<file path="config.mk">
export PLATFORM = sky130hd
export DESIGN_NAME = ahb_lite_cmd_master
export DESIGN_NICKNAME = d
export VERILOG_FILES = /design/src/rtl/ahb_lite_pkg.sv /design/src/rtl/ahb_lite_cmd_master.sv
export SDC_FILE = /design/constraint.sdc
export NUM_CORES = 1
export LEC_CHECK = 0
export BUFFER_PORTS_ARGS = -buffer_cell sky130_fd_sc_hd__buf_4
export CAP_MARGIN = 20
export CORE_ASPECT_RATIO = 0.8
export CORE_MARGIN = 5
export CORE_UTILIZATION = 50
export CTS_CLUSTER_SIZE = 14
export DETAILED_ROUTE_END_ITERATION = 8
export PLACE_DENSITY = 0.78
export SYNTH_ARGS = -nofsm -noshare
export SYNTH_HDL_FRONTEND = slang
export SYNTH_SLANG_ARGS = --single-unit
export TNS_END_PERCENT = 100
</file>
<file path="constraint.sdc">
create_clock -name HCLK -period 3.34 [get_ports HCLK]
set_input_delay 0 -clock HCLK [delete_from_list [all_inputs] [get_ports HCLK]]
set_output_delay 0 -clock HCLK [all_outputs]
set_load 0.05 [all_outputs]
</file>
<file path="src/rtl/ahb_lite_pkg.sv">
// rtl/ahb_lite_pkg.sv - shared AHB-Lite encodings and master state type
package ahb_lite_pkg;

   localparam logic [1:0] HTRANS_IDLE   = 2'b00;
   localparam logic [1:0] HTRANS_NONSEQ = 2'b10;

   localparam logic [2:0] HSIZE_BYTE = 3'b000;
   localparam logic [2:0] HSIZE_HALF = 3'b001;
   localparam logic [2:0] HSIZE_WORD = 3'b010;

   typedef enum logic [1:0] {
      ST_IDLE = 2'd0,
      ST_ADDR = 2'd1,
      ST_DATA = 2'd2,
      ST_RESP = 2'd3
   } master_state_e;

endpackage

</file>
<file path="src/rtl/ahb_lite_cmd_master.sv">
// rtl/ahb_lite_cmd_master.sv - single-outstanding AHB-Lite initiator driven by a command/response port
module ahb_lite_cmd_master
   import ahb_lite_pkg::*;
#(
   parameter int unsigned TIMEOUT_CYCLES = 255
)
(
   input  logic        HCLK,
   input  logic        HRESETn,
   input  logic        cmd_valid,
   output logic        cmd_ready,
   input  logic        cmd_write,
   input  logic [31:0] cmd_addr,
   input  logic [31:0] cmd_wdata,
   input  logic [2:0]  cmd_size,
   output logic        rsp_valid,
   input  logic        rsp_ready,
   output logic [31:0] rsp_rdata,
   output logic        rsp_err,
   output logic        rsp_timeout,
   output logic        HSEL,
   output logic        HWRITE,
   output logic [31:0] HADDR,
   output logic [31:0] HWDATA,
   output logic [1:0]  HTRANS,
   output logic [2:0]  HSIZE,
   output logic        HREADY,
   input  logic [31:0] HRDATA,
   input  logic        HREADYOUT
);

   localparam logic [15:0] TIMEOUT_LIM = 16'(TIMEOUT_CYCLES);

   master_state_e state_q;
   logic          cmd_ready_q;
   logic          rsp_valid_q;
   logic          rsp_err_q;
   logic          rsp_timeout_q;
   logic [31:0]   rsp_rdata_q;
   logic          hsel_q;
   logic          data_q;
   logic          hwrite_q;
   logic [31:0]   haddr_q;
   logic [31:0]   hwdata_q;
   logic [31:0]   wdata_q;
   logic [2:0]    hsize_q;
   logic [15:0]   wait_cnt_q;
   logic [15:0]   wait_cnt_d;
   logic          cmd_illegal;

   // Reject sizes above a word and addresses not aligned to the transfer size
   always_comb begin
      cmd_illegal = (cmd_size > HSIZE_WORD)
                 || ((cmd_size == HSIZE_HALF) && cmd_addr[0])
                 || ((cmd_size == HSIZE_WORD) && (cmd_addr[1:0] != 2'b00));
   end

   // Saturating next value of the wait-state counter
   always_comb begin
      wait_cnt_d = (wait_cnt_q == 16'hFFFF) ? wait_cnt_q : wait_cnt_q + 16'd1;
   end

   // Transfer FSM; every output except HREADY comes straight from a register
   always_ff @(posedge HCLK or negedge HRESETn) begin
      if (!HRESETn) begin
         state_q       <= ST_IDLE;
         cmd_ready_q   <= 1'b1;
         rsp_valid_q   <= 1'b0;
         rsp_err_q     <= 1'b0;
         rsp_timeout_q <= 1'b0;
         rsp_rdata_q   <= 32'd0;
         hsel_q        <= 1'b0;
         data_q        <= 1'b0;
         hwrite_q      <= 1'b0;
         haddr_q       <= 32'd0;
         hwdata_q      <= 32'd0;
         wdata_q       <= 32'd0;
         hsize_q       <= HSIZE_WORD;
         wait_cnt_q    <= 16'd0;
      end else begin
         case (state_q)
            ST_IDLE: begin
               if (cmd_valid) begin
                  cmd_ready_q <= 1'b0;
                  if (cmd_illegal) begin
                     state_q       <= ST_RESP;
                     rsp_valid_q   <= 1'b1;
                     rsp_err_q     <= 1'b1;
                     rsp_timeout_q <= 1'b0;
                     rsp_rdata_q   <= 32'd0;
                  end else begin
                     state_q    <= ST_ADDR;
                     hsel_q     <= 1'b1;
                     haddr_q    <= cmd_addr;
                     hwrite_q   <= cmd_write;
                     hsize_q    <= cmd_size;
                     wdata_q    <= cmd_wdata;
                     wait_cnt_q <= 16'd0;
                  end
               end
            end
            ST_ADDR: begin
               state_q  <= ST_DATA;
               hsel_q   <= 1'b0;
               data_q   <= 1'b1;
               hwdata_q <= wdata_q;
            end
            ST_DATA: begin
               if (HREADYOUT) begin
                  state_q       <= ST_RESP;
                  data_q        <= 1'b0;
                  rsp_valid_q   <= 1'b1;
                  rsp_err_q     <= 1'b0;
                  rsp_timeout_q <= 1'b0;
                  rsp_rdata_q   <= hwrite_q ? 32'd0 : HRDATA;
               end else begin
                  wait_cnt_q <= wait_cnt_d;
                  if (wait_cnt_d >= TIMEOUT_LIM) begin
                     state_q       <= ST_RESP;
                     data_q        <= 1'b0;
                     rsp_valid_q   <= 1'b1;
                     rsp_err_q     <= 1'b0;
                     rsp_timeout_q <= 1'b1;
                     rsp_rdata_q   <= 32'd0;
                  end
               end
            end
            ST_RESP: begin
               if (rsp_ready) begin
                  state_q       <= ST_IDLE;
                  cmd_ready_q   <= 1'b1;
                  rsp_valid_q   <= 1'b0;
                  rsp_err_q     <= 1'b0;
                  rsp_timeout_q <= 1'b0;
                  rsp_rdata_q   <= 32'd0;
               end
            end
            default: state_q <= ST_IDLE;
         endcase
      end
   end

   assign cmd_ready   = cmd_ready_q;
   assign rsp_valid   = rsp_valid_q;
   assign rsp_err     = rsp_err_q;
   assign rsp_timeout = rsp_timeout_q;
   assign rsp_rdata   = rsp_rdata_q;
   assign HSEL        = hsel_q;
   assign HTRANS      = hsel_q ? HTRANS_NONSEQ : HTRANS_IDLE;
   assign HWRITE      = hwrite_q;
   assign HADDR       = haddr_q;
   assign HWDATA      = hwdata_q;
   assign HSIZE       = hsize_q;
   // The slave's own ready is only looped back while its data phase is open
   assign HREADY      = data_q ? HREADYOUT : 1'b1;

endmodule

</file>
Word-level counts from Yosys, hierarchy flattened:

Index checks and enable logic that the tools add are counted.
Widths: inputs -> output; s select.

* magnitude comparators: 2
* divide/modulo/power cells: 0
* multiplexer cells: 40
* equality and inequality tests: 12
* multiply operators: 0
* add/sub/neg operators: 1
* bitwise operators: 1
* shift-type cells: 0
* reduce and logical (&&, ||, !) cells: 18

Operators by type and width (count)
* $mux 32: 6
* $pmux 32 s3: 1
* $mux 16: 4
* $pmux 16 s2: 1
* $add 16x1->16 const B: 1
* $eq 16x16->1 const B: 1
* $ge 16x8->1 const B: 1
* $mux 1: 15
* $mux 2: 6
* $reduce_and 3->1: 4
* $ne 2x2->1 const B: 5
* $reduce_bool 2->1: 5
* $pmux 1 s3: 3
* $pmux 2 s4: 1
* $pmux 1 s2: 3
* $reduce_and 5->1: 1
* $eq 2x2->1 const B: 2
* $reduce_and 4->1: 1
* $eq 3x1->1 const B: 1
* $eq 3x2->1 const B: 1
* $gt 3x2->1 const B: 1
* $ne 3x3->1 const B: 1
* $reduce_bool 3->1: 1
* $eq 2x1->1 const B: 1
* other kinds (5): 7

* bits in latches: 0
* bits in writable memories: 0
* output and inout bits: 108
* logic and storage cells: 88
* bits of input ports: 105
* register bits: 156
* memories: 0
* bits in read-only memories: 0

Depth between registers and ports, before layout:

* word-level depth: 7
* depth in mapped cells: 11
* mapped depth without buffers: 8

Worst setup path before layout:

No wires, ideal clock.

* path kind: flip-flop to flip-flop
* start point: reg wait_cnt_q[0]
* end point: reg rsp_rdata_q[0] (netlist: rsp_rdata[0])
* path buffers: 4
* arrival: 2237 ps
* cell stages (with the launch flop): 12
* slack: 985 ps
* required time: 3222 ps
* cell sequence: dfrtp_1 -> ha_1 -> buf_2 -> nand4_4 -> nor4b_4 -> buf_4 -> a21o_4 -> o211ai_2 -> and3_1 -> buf_6 -> buf_6 -> a21o_1

* longest elaborated chain between the ends: 5
* elaborated cells between the ends (all ways): 6
* those cells by class: add/sub (1); order compare (1); eq/ne (2); mux (1); reduce/logical (1)

RTL lines
* start: declaration: RTL line ahb_lite_cmd_master.sv:47 `logic [15:0] wait_cnt_q;`
* start signal: assignment: RTL line ahb_lite_cmd_master.sv:117 `wait_cnt_q <= wait_cnt_d;`
* $add 16x1->16 / $eq 16x16->1 (equally long branches): RTL line ahb_lite_cmd_master.sv:60 `wait_cnt_d = (wait_cnt_q == 16'hFFFF) ? wait_cnt_q : wait_cnt_q + 16'd1;`
* $mux 16 (*): RTL line ahb_lite_cmd_master.sv:60
* $ge 16x8->1 (*): RTL line ahb_lite_cmd_master.sv:118 `if (wait_cnt_d >= TIMEOUT_LIM) begin`
* $ne 3x3->1 (no line) (*)
* $reduce_and 5->1 (no line) (*)
* end signal: assignment: RTL line ahb_lite_cmd_master.sv:115 `rsp_rdata_q <= hwrite_q ? 32'd0 : HRDATA;`
* end: declaration: RTL line ahb_lite_cmd_master.sv:39 `logic [31:0] rsp_rdata_q;`

Mark *: on every way between the ends. The rest lies on a longest branch, timed or not.
A chain may end at the register's enable or synchronous reset.

Worst setup path after layout:

* start point: reg wait_cnt_q[0]
* end point: reg rsp_rdata_q[16] (netlist: rsp_rdata[16])

The elaborated chain is that of the path after synthesis.

==> qor.txt <==
Die height - 115 um
Most frequent cell after synthesis - dfrtp_1
Clk sinks - 156
Number of buffers created by CTS - 17
Mean Syn Cell Area - 13.2 um^2
Worst Path Max Fanout - 32
Cell taking the most area after synthesis - dfrtp_1
Clk Latency, worst-skew pair - 420 ps
Minimum clock period - 2930 ps
Synth Area in XOR/XNOR - 0.00128
Nets@finish - 939
Synthesized area - 0.00687 mm^2
Final Cycle Share - 0.879
Startpoint Class - register
Port Buffers - 211
Htree depth - 4
Yosys reg bits - 156
Slew HR - 0.455
Pre-CTS WS - 490 ps
Async set-reset flop share out of synthesis - 1.00
DR iter-0 viols - 427
Vias in the first global route - 5,872
Synth cell types - 59
Initial Util - 0.509
Final WL - 19,800 um
Setup crit end - rsp_rdata[16]
Final Hold Slack - 54.5 ps
Post-route setup slack - 405 ps
Largest net degree at the start of global routing - 89
Arrival time at the worst endpoint - 3290 ps
Crit-path max cell delay - 480 ps
CTS tree - yes
Ports - 213
DIE AREA - 0.0162 mm^2
DRT Pass-1 Iters - 4
R2R setup slack - 410 ps
Worst r2r dst - rsp_rdata[16]
Critical path required time - 3690 ps
Fmax - 341 MHz
Antenna violations before repair - 0
Most frequent cells after synthesis - dfrtp_1 (154), mux2_2 (100), a21o_1 (36)
Count of final setup violators - 0
DP Wirelength - 12,000 um
Worst Tran Pin Value - 817 ps
Status - finished, final reports clean
Worst path buffer plus inverter count - 1
Tot GR Track Use - 0.250
Worst setup path start - wait_cnt_q[0]
Post-route DRC violation count - 0
FF-to-FF Start - wait_cnt_q[0]
FF-to-FF path depth - 8
Hold Fails Final Rpt - 0
Synth Area in Simple Gates - 0.0718
Path type of the worst min-delay path - input pin to register
Worst-path cell chain - ha_1, nand4_4, nor2_2, nand4_1, a221oi_2, and3_1, buf_4, a21o_1
Root Buffer - clkbuf_16
Critical path depth in cells - 8
Ys Warns - 0
Top cell type's share of synthesized area - 0.561
Post-Synth Adder-Cell Area - 0.00911
GP Congestion - 0.942
Mapped Cells - 522
Crit end category - register
Slowest CP cell - a221oi_2
Synth Area in Compound Gates - 0.147
Fraction of layout cells with a size suffix above 1 - 0.432
Grt ovf - 0
Die width - 141 um
Antenna viol nets, final - 0
First-pass GRT wire length - 31,600 um
DR vias - 5,551
CTS clk-pin slew, worst paths - 60 ps
Core area - 0.0135 mm^2
P_leak - 5.15 nW
Top area cells in the synthesized netlist - dfrtp_1 (56%), mux2_2 (16%), a22o_1 (4.3%), a21o_1 (3.9%), a21oi_1 (1.1%)
Multiplexer area fraction after synthesis - 0.169
RSZ-0062 raised after global routing - no
Area delta synth->final - 48.8%
Critical setup path kind - register to register
Total Power - 10.1 mW
Sequential-to-total area share from yosys stat - 0.569
Post-synth EDFFs - 0
Syn Nets - 632
Maximum VDD drop - 0.769 mV
Clock skew - 12.9 ps
Row Count - 38
Average wire per standard cell - 19.4 um
Max cap viols - 0
Cell family with most CP delay - simple AND/OR/NAND/NOR gates
Final Max Slew Viols - 0
Drt via density - 5.43
CTS max path bufs - 2
Final TNS setup - 0 ps
Main combinational cell family by area after synthesis - multiplexers
Synth Flop Type - dfrtp_1
PD cells - 984 mW/mm^2
## routing by layer
layer  up-vias  track usage  wire length [um]
met1      2770        0.302              7860
met2       213        0.431             10100
met3        27       0.0786              1480
met5         -            0                 0
met4         0       0.0846               320
li1       2541            -                 -
## through the flow
stage          cell area [um^2]   util  instances
2_1_floorplan              6870      -        522
3_3_place_gp               8570  0.635        887
3_5_place_dp               8570  0.635        887
4_1_cts                   10200  0.756       1022
5_1_grt                   10200  0.756       1022
6_report                  10200  0.757       1023
## how the worst min path moves through the flow
| stage | from | end | slack, ps | cells after the start |
|---|---|---|---|---|
| after floorplan | HRESETn | HADDR[0] | -300 | 0 |
| after global placement | HRESETn | wait_cnt_q[11] | 110 | 1 |
| after detailed placement | HRESETn | rsp_rdata[24] | 120 | 1 |
| after CTS | cmd_size[2] | state_q[1] | 30 | 4 |
| after global routing | cmd_size[2] | state_q[1] | 80 | 4 |
| final | cmd_size[2] | state_q[1] | 50 | 4 |
## what timing repair did
| item | in CTS | in global routing |
|---|---|---|
| buffers inserted | 0 | 0 |
| endpoints found under the setup margin | 0 | 0 |
| endpoints found under the hold margin | 188 | 0 |
| hold buffers | 103 | 0 |
| gates resized for setup | 0 | 0 |
## logic make-up after synthesis
family / after synthesis
XOR/XNOR: 1
multiplexers: 103
other: 1
AND/OR/NAND/NOR: 82
flip-flops: 156
adder cells (fa/ha/maj): 5
AO/OA/AOI/OAI: 131
buffers and inverters: 43
## cell usage in the layout, fill, tap and decap left out, types with 15 or more instances in the layout
cell           count
dlygate4sd3_1    103
a21oi_1           15
a22o_1            34
clkbuf_16         17
o21ai_0           15
buf_4            218
mux2_2           100
dfrtp_1          154
a21o_1            36
nor2_1            18
## layout make-up
class | instances | area, um^2
clock inverters | 9 | 163
flip-flops and latches | 156 | 3910
clock buffers | 23 | 448
well taps | 180 | 225
fillers | 830 | 3290
inverters | 8 | 30.0
diodes | 1 | 2.50
repair buffers | 323 | 2700
multi-input cells | 323 | 2740
## sequential cells by signal, summed over array words and instances, names as in the netlist, 2 cells and up
signal / cells
wdata_q: 32
rsp_rdata: 32
HWDATA: 32
wait_cnt_q: 16
HADDR: 32
HSIZE: 3
state_q: 2
## tightest hold or removal path, delay by kind of cell
| family | cells | cell delay [ps] |
|---|---|---|
| compound gates | 2 | 210 |
| buf+inv | 1 | 90 |
| mux | 1 | 130 |
## report_power, final
part / total (mW) / internal, mW / switching [mW]
sequential: 3.16 / 2.65 / 0.507
clock: 2.03 / 1.26 / 0.769
combinational: 4.86 / 1.79 / 3.08
No activity file was read; power rests on OpenSTA's default activity.
